`src/rtl/current_control_pi.sv`:
```
// current_control_pi: PI current loop with clamped integrator and saturating motor command
module current_control_pi #(
    parameter int WIDTH    = 12,
    parameter int KP       = 16,
    parameter int KI       = 1,
    parameter int SHIFT    = 4,
    parameter int DIV      = 32,
    parameter int DEADBAND = 3
) (
    input  logic             c20k,
    input  logic             nReset,
    input  logic             Enable,
    input  logic [WIDTH-1:0] Setpoint,
    input  logic [WIDTH-1:0] Feedback,
    output logic [WIDTH-1:0] MotorSignal,
    output logic             Saturated,
    output logic             UpdateStrobe
);
    localparam int EW = WIDTH + 1;
    localparam int IW = WIDTH + SHIFT + 10;
    localparam int CW = $clog2(DIV);
    localparam logic signed [IW-1:0] KP_S = IW'(KP);
    localparam logic signed [IW-1:0] KI_S = IW'(KI);
    localparam logic signed [IW-1:0] OMAX = IW'((64'(1) << WIDTH) - 64'(1));
    localparam logic signed [IW-1:0] IMAX = OMAX << SHIFT;
    localparam logic [WIDTH-1:0] DB = WIDTH'(DEADBAND);

    typedef enum logic [1:0] {IDLE, ERR, CALC, OUT} state_t;

    state_t                  state_q, state_d;
    logic [CW-1:0]           cnt_q;
    logic                    tick;
    logic [WIDTH-1:0]        sp_q, fb_q;
    logic                    db_q;
    logic signed [EW-1:0]    err_q, err_d;
    logic signed [IW-1:0]    err_x, p_q, p_d, ic_q, ic_d, ic_raw, integ_q, sum;
    logic [WIDTH-1:0]        motor_q, motor_d;
    logic                    sat_q, sat_d, strobe_q;

    assign tick         = cnt_q == CW'(DIV - 1);
    assign MotorSignal  = motor_q;
    assign Saturated    = sat_q;
    assign UpdateStrobe = strobe_q;

    // free-running update-rate divider, unaffected by Enable
    always_ff @(posedge c20k or negedge nReset) begin
        if (!nReset) cnt_q <= '0;
        else         cnt_q <= tick ? '0 : cnt_q + 1'b1;
    end

    // FSM state register
    always_ff @(posedge c20k or negedge nReset) begin
        if (!nReset) state_q <= IDLE;
        else         state_q <= state_d;
    end

    // sequencing: a tick launches ERR -> CALC -> OUT; Enable low parks the FSM in IDLE
    always_comb begin
        state_d = IDLE;
        state_d = !Enable         ? IDLE :
                  state_q == IDLE ? (tick ? ERR : IDLE) :
                  state_q == ERR  ? CALC :
                  state_q == CALC ? OUT  : IDLE;
    end

    // datapath: error, P term, clamped integrator candidate and saturated command
    always_comb begin
        err_d   = $signed({1'b0, sp_q}) - $signed({1'b0, fb_q});
        err_x   = {{(IW - EW){err_q[EW-1]}}, err_q};
        p_d     = err_x * KP_S;
        ic_raw  = integ_q + err_x * KI_S;
        ic_d    = ic_raw[IW-1] ? '0 : ic_raw > IMAX ? IMAX : ic_raw;
        sum     = (p_q + ic_q) >>> SHIFT;
        sat_d   = sum[IW-1] || sum > OMAX;
        motor_d = sum[IW-1] ? '0 : sum > OMAX ? '1 : sum[WIDTH-1:0];
    end

    // pipeline registers: inputs captured only on the tick, then one stage per state
    always_ff @(posedge c20k or negedge nReset) begin
        if (!nReset) begin
            sp_q  <= '0;
            fb_q  <= '0;
            db_q  <= 1'b0;
            err_q <= '0;
            p_q   <= '0;
            ic_q  <= '0;
        end else begin
            if (state_q == IDLE && tick && Enable) begin
                sp_q <= Setpoint;
                fb_q <= Feedback;
                db_q <= Setpoint <= DB;
            end
            if (state_q == ERR) err_q <= err_d;
            if (state_q == CALC) begin
                p_q  <= p_d;
                ic_q <= ic_d;
            end
        end
    end

    // commit integrator and outputs in OUT; Enable low clears them on the next edge
    always_ff @(posedge c20k or negedge nReset) begin
        if (!nReset) begin
            integ_q  <= '0;
            motor_q  <= '0;
            sat_q    <= 1'b0;
            strobe_q <= 1'b0;
        end else if (!Enable) begin
            integ_q  <= '0;
            motor_q  <= '0;
            sat_q    <= 1'b0;
            strobe_q <= 1'b0;
        end else begin
            strobe_q <= state_q == OUT;
            if (state_q == OUT) begin
                integ_q <= db_q ? '0 : ic_q;
                motor_q <= db_q ? '0 : motor_d;
                sat_q   <= !db_q && sat_d;
            end
        end
    end
endmodule

```
`config.mk`:
```
export PLATFORM = sky130hd
export DESIGN_NAME = current_control_pi
export DESIGN_NICKNAME = d
export VERILOG_FILES = /design/src/rtl/current_control_pi.sv
export SDC_FILE = /design/constraint.sdc
export NUM_CORES = 1
export LEC_CHECK = 0
export ABC_AREA = 1
export CAP_MARGIN = 20
export CORE_ASPECT_RATIO = 0.75
export CORE_MARGIN = 1.5
export CORE_UTILIZATION = 40
export DETAILED_ROUTE_END_ITERATION = 8
export GPL_TIMING_DRIVEN = 0
export MAX_ROUTING_LAYER = met4
export REMOVE_ABC_BUFFERS = 1
export SETUP_SLACK_MARGIN = 0.05
export SYNTH_ARGS = -nofsm -noshare
export SYNTH_HDL_FRONTEND = slang
export SYNTH_SLANG_ARGS = --single-unit
```
`constraint.sdc`:
```
create_clock -name c20k -period 4.52 [get_ports c20k]
set_clock_uncertainty 0.15 [all_clocks]
set_input_delay 0.452 -clock c20k [delete_from_list [all_inputs] [get_ports c20k]]
set_output_delay 0.452 -clock c20k [all_outputs]
set_load 0.01 [all_outputs]
```
==> out/qor.yml <==
crit_path_end_kind: "register"
cts_tree: "yes"
critical-path-slowest-cell: "dfrtp_1"
synth_area_sq_mm: 0.00839
clkLatencyLatePin_ps: 410
p_per_area_mw_per_mm2: 314
worstPathArrival_ps: 3490
syn2layout_area_growth_pct: 15.7
via_per_inst: 4.94
die_width_microns: 170
r2r-start: "err_q[12]"
clock_sinks: 122
finalCritPeriodShare: 0.738
grt_usage: 0.216
outcome: "complete, no violations"
clockBufferDepth: 2
nFillCells: 2088
ioPinCount: 41
placed_area_sq_mm: 0.00910
yosysUniqueCellTypes: 44
drcViolationCount: 0
path_common_cell: "a21oi_1"
timing.final.hold_violations: 0
drive_gt1_frac: 0.0585
antenna_left: 0
path_max_fanout: 16
die_area_sq_mm: 0.0219
hp-class: "reg -> reg"
numPortBuffers: 40
cp.buffers_inverters: 1
cts_made_buffers: 17
dp_hpwl_mm: 16.4
synth_edf_count: 0
rsz0062_at_grt: "false"
synthArstFlopShare: 1.00
antenna_found_initial: 0
layout_min_cycle_time_ps: 3340
critical_path.startpoint_type: "register"
ctsHtreeMaxLevel: 4
antenna_cells: 0
grt_pass1_vias: 7079
drt-total-wl_mm: 21.2
syn_area_per_cell_sq_um: 7.14
slew_viol_final: 0
setup_violations: 0
hold_start: "cnt_q[0]"
grt_overflow_total: 0
clk_pin_slew_ps: 60
ys_top_cells_by_area: "dfrtp_1 (36%), nand2_1 (19%), ha_1 (9.7%)"
final_cell_mix: "nand2_1 (420), inv_1 (155), dfrtp_1 (122), nor2_1 (92), ha_1 (65)"
ys_ff_latch: 122
leakagePower_nw: 5.19
setup_tns_ps: 0
grt_max_degree: 98
rows: 45
finalNetCount: 1312
fmax_mhz: 300
max_stage_delay_ps: 810
finalInstanceArea_sq_mm: 0.00971
synthCells: 1175
ys_dominant_reg_cell: "dfrtp_1"
place_congestion: 0.932
ir_drop_v: 0.000296
layout_commonest_cell: "nand2_1"
synth_top_area_share: 0.364
max_slew_margin: 0.341
yosysWarnings: 0
post_cts_buffers: 0
path_cells: "ha_1, a21oi_1, o21bai_1, a21oi_1, nand2_1, a21oi_2, xor2_2, inv_2, nor2_4, nand3_1, o21ai_0"
initial_core_util: 0.412
worstSetupPathType: "reg -> reg"
core-area_sq_mm: 0.0204
drtIter0Drc: 531
cts_root_buffer: "clkbuf_16"
yosysSeqAreaShare: 0.364
required_ps: 4680
path_delay_family: "compound AO/OA/AOI/OAI gates"
cap_violations: 0
vias: 7468
firstDrtPassIters: 5
crit_start: "err_q[12]"
yosysTopAreaCell: "dfrtp_1"
report.power.total_mw: 3.05
wl_per_cell_microns: 14.0
post_cts_resized: 0
max_slew.worst_pin.slew_ps: 988
die_h_microns: 128
grt_pass1_wl_mm: 35.9
-- cell usage after synthesis (2+ instances only) --
cell type and number:
a211oi_1 2, a21o_1 2, a21oi_1 58, a21oi_2 7, a22o_1 14, a31oi_1 3
buf_6 3, clkbuf_1 17, dfrtp_1 122, fa_1 3, ha_1 65, inv_1 155
inv_2 3, mux2_2 6, nand2_1 420, nand2_2 4, nand3_1 54, nand3b_1 6
nand4_1 25, nor2_1 94, nor2_2 4, nor3_1 9, o21a_1 2, o21ai_0 45
o21ai_1 4, o21ai_2 2, o21bai_1 8, o31ai_1 3, or2_2 2, xnor2_1 10
xor2_1 9, xor2_2 2
-- cells by family after synthesis --
group / share of synthesized area
AOI/OAI and AO/OA: 0.111
xor gates and xnor gates: 0.0237
adders and majority gates: 0.104
buffers and inverters: 0.0823
DFF: 0.364
muxes: 0.00805
and+or+nand+nor: 0.307
-- where the power goes --
group	switching (mW)	total (mW)	internal [mW]
registers	0.0562	1.20	1.14
clock network	0.509	1.39	0.879
logic	0.295	0.464	0.169
-- path summary, 6_finish.rpt --
path                               end  slack (ps)  depth (start not counted)
max                            ic_q[3]        1180                         11
min                           cnt_q[0]         300                          1
max reg2reg                    ic_q[3]        1180                         11
min reg2reg                   cnt_q[0]         300                          1
max in group asynchronous  integ_q[14]        3140                          3
min in group asynchronous     cnt_q[1]         320                          2
-- registers in the layout, indices dropped and copies added (netlist names) --
signal,count
db_q,1
p_q,13
err_q,13
cnt_q,5
fb_q,12
ic_q,25
sp_q,12
state_q,2
integ_q,25
MotorSignal,12
UpdateStrobe,1
Saturated,1
-- routing by layer --
layer	up-vias	part of all wire	track usage
met5	-	0	-
met4	0	0.011	0.0521
met3	19	0.040	0.0363
met2	129	0.37	0.286
met1	3466	0.58	0.333
li1	3854	-	-
-- layout make-up --
cell class / instances / area [sq um] / share of cell area
Timing Repair Buffer: 43 / 454 / 0.0468
Inverter: 158 / 593 / 0.0611
Sequential cell: 122 / 3050 / 0.314
Multi-Input combinational cell: 875 / 4660 / 0.480
Clock buffer: 20 / 447 / 0.0460
Tap cell: 282 / 353 / 0.0363
Clock inverter: 12 / 148 / 0.0152
-- stage by stage --
step	cells	setup slack [ps]	hold WS (ps)	util
2_1_floorplan	1155	1910	6.41	-
3_3_place_gp	1477	-2080	295	0.444
3_5_place_dp	1479	1210	187	0.447
4_1_cts	1512	1180	303	0.476
5_1_grt	1512	899	318	0.476
6_report	1512	1180	299	0.476
-- repair_timing --
item | 4_1_cts | 5_1_grt
hold buffers | 1 | 0
endpoints found under the hold margin | 25 | 0
setup endpoints to repair | 0 | 0
No activity file was read; power rests on OpenSTA's default activity.
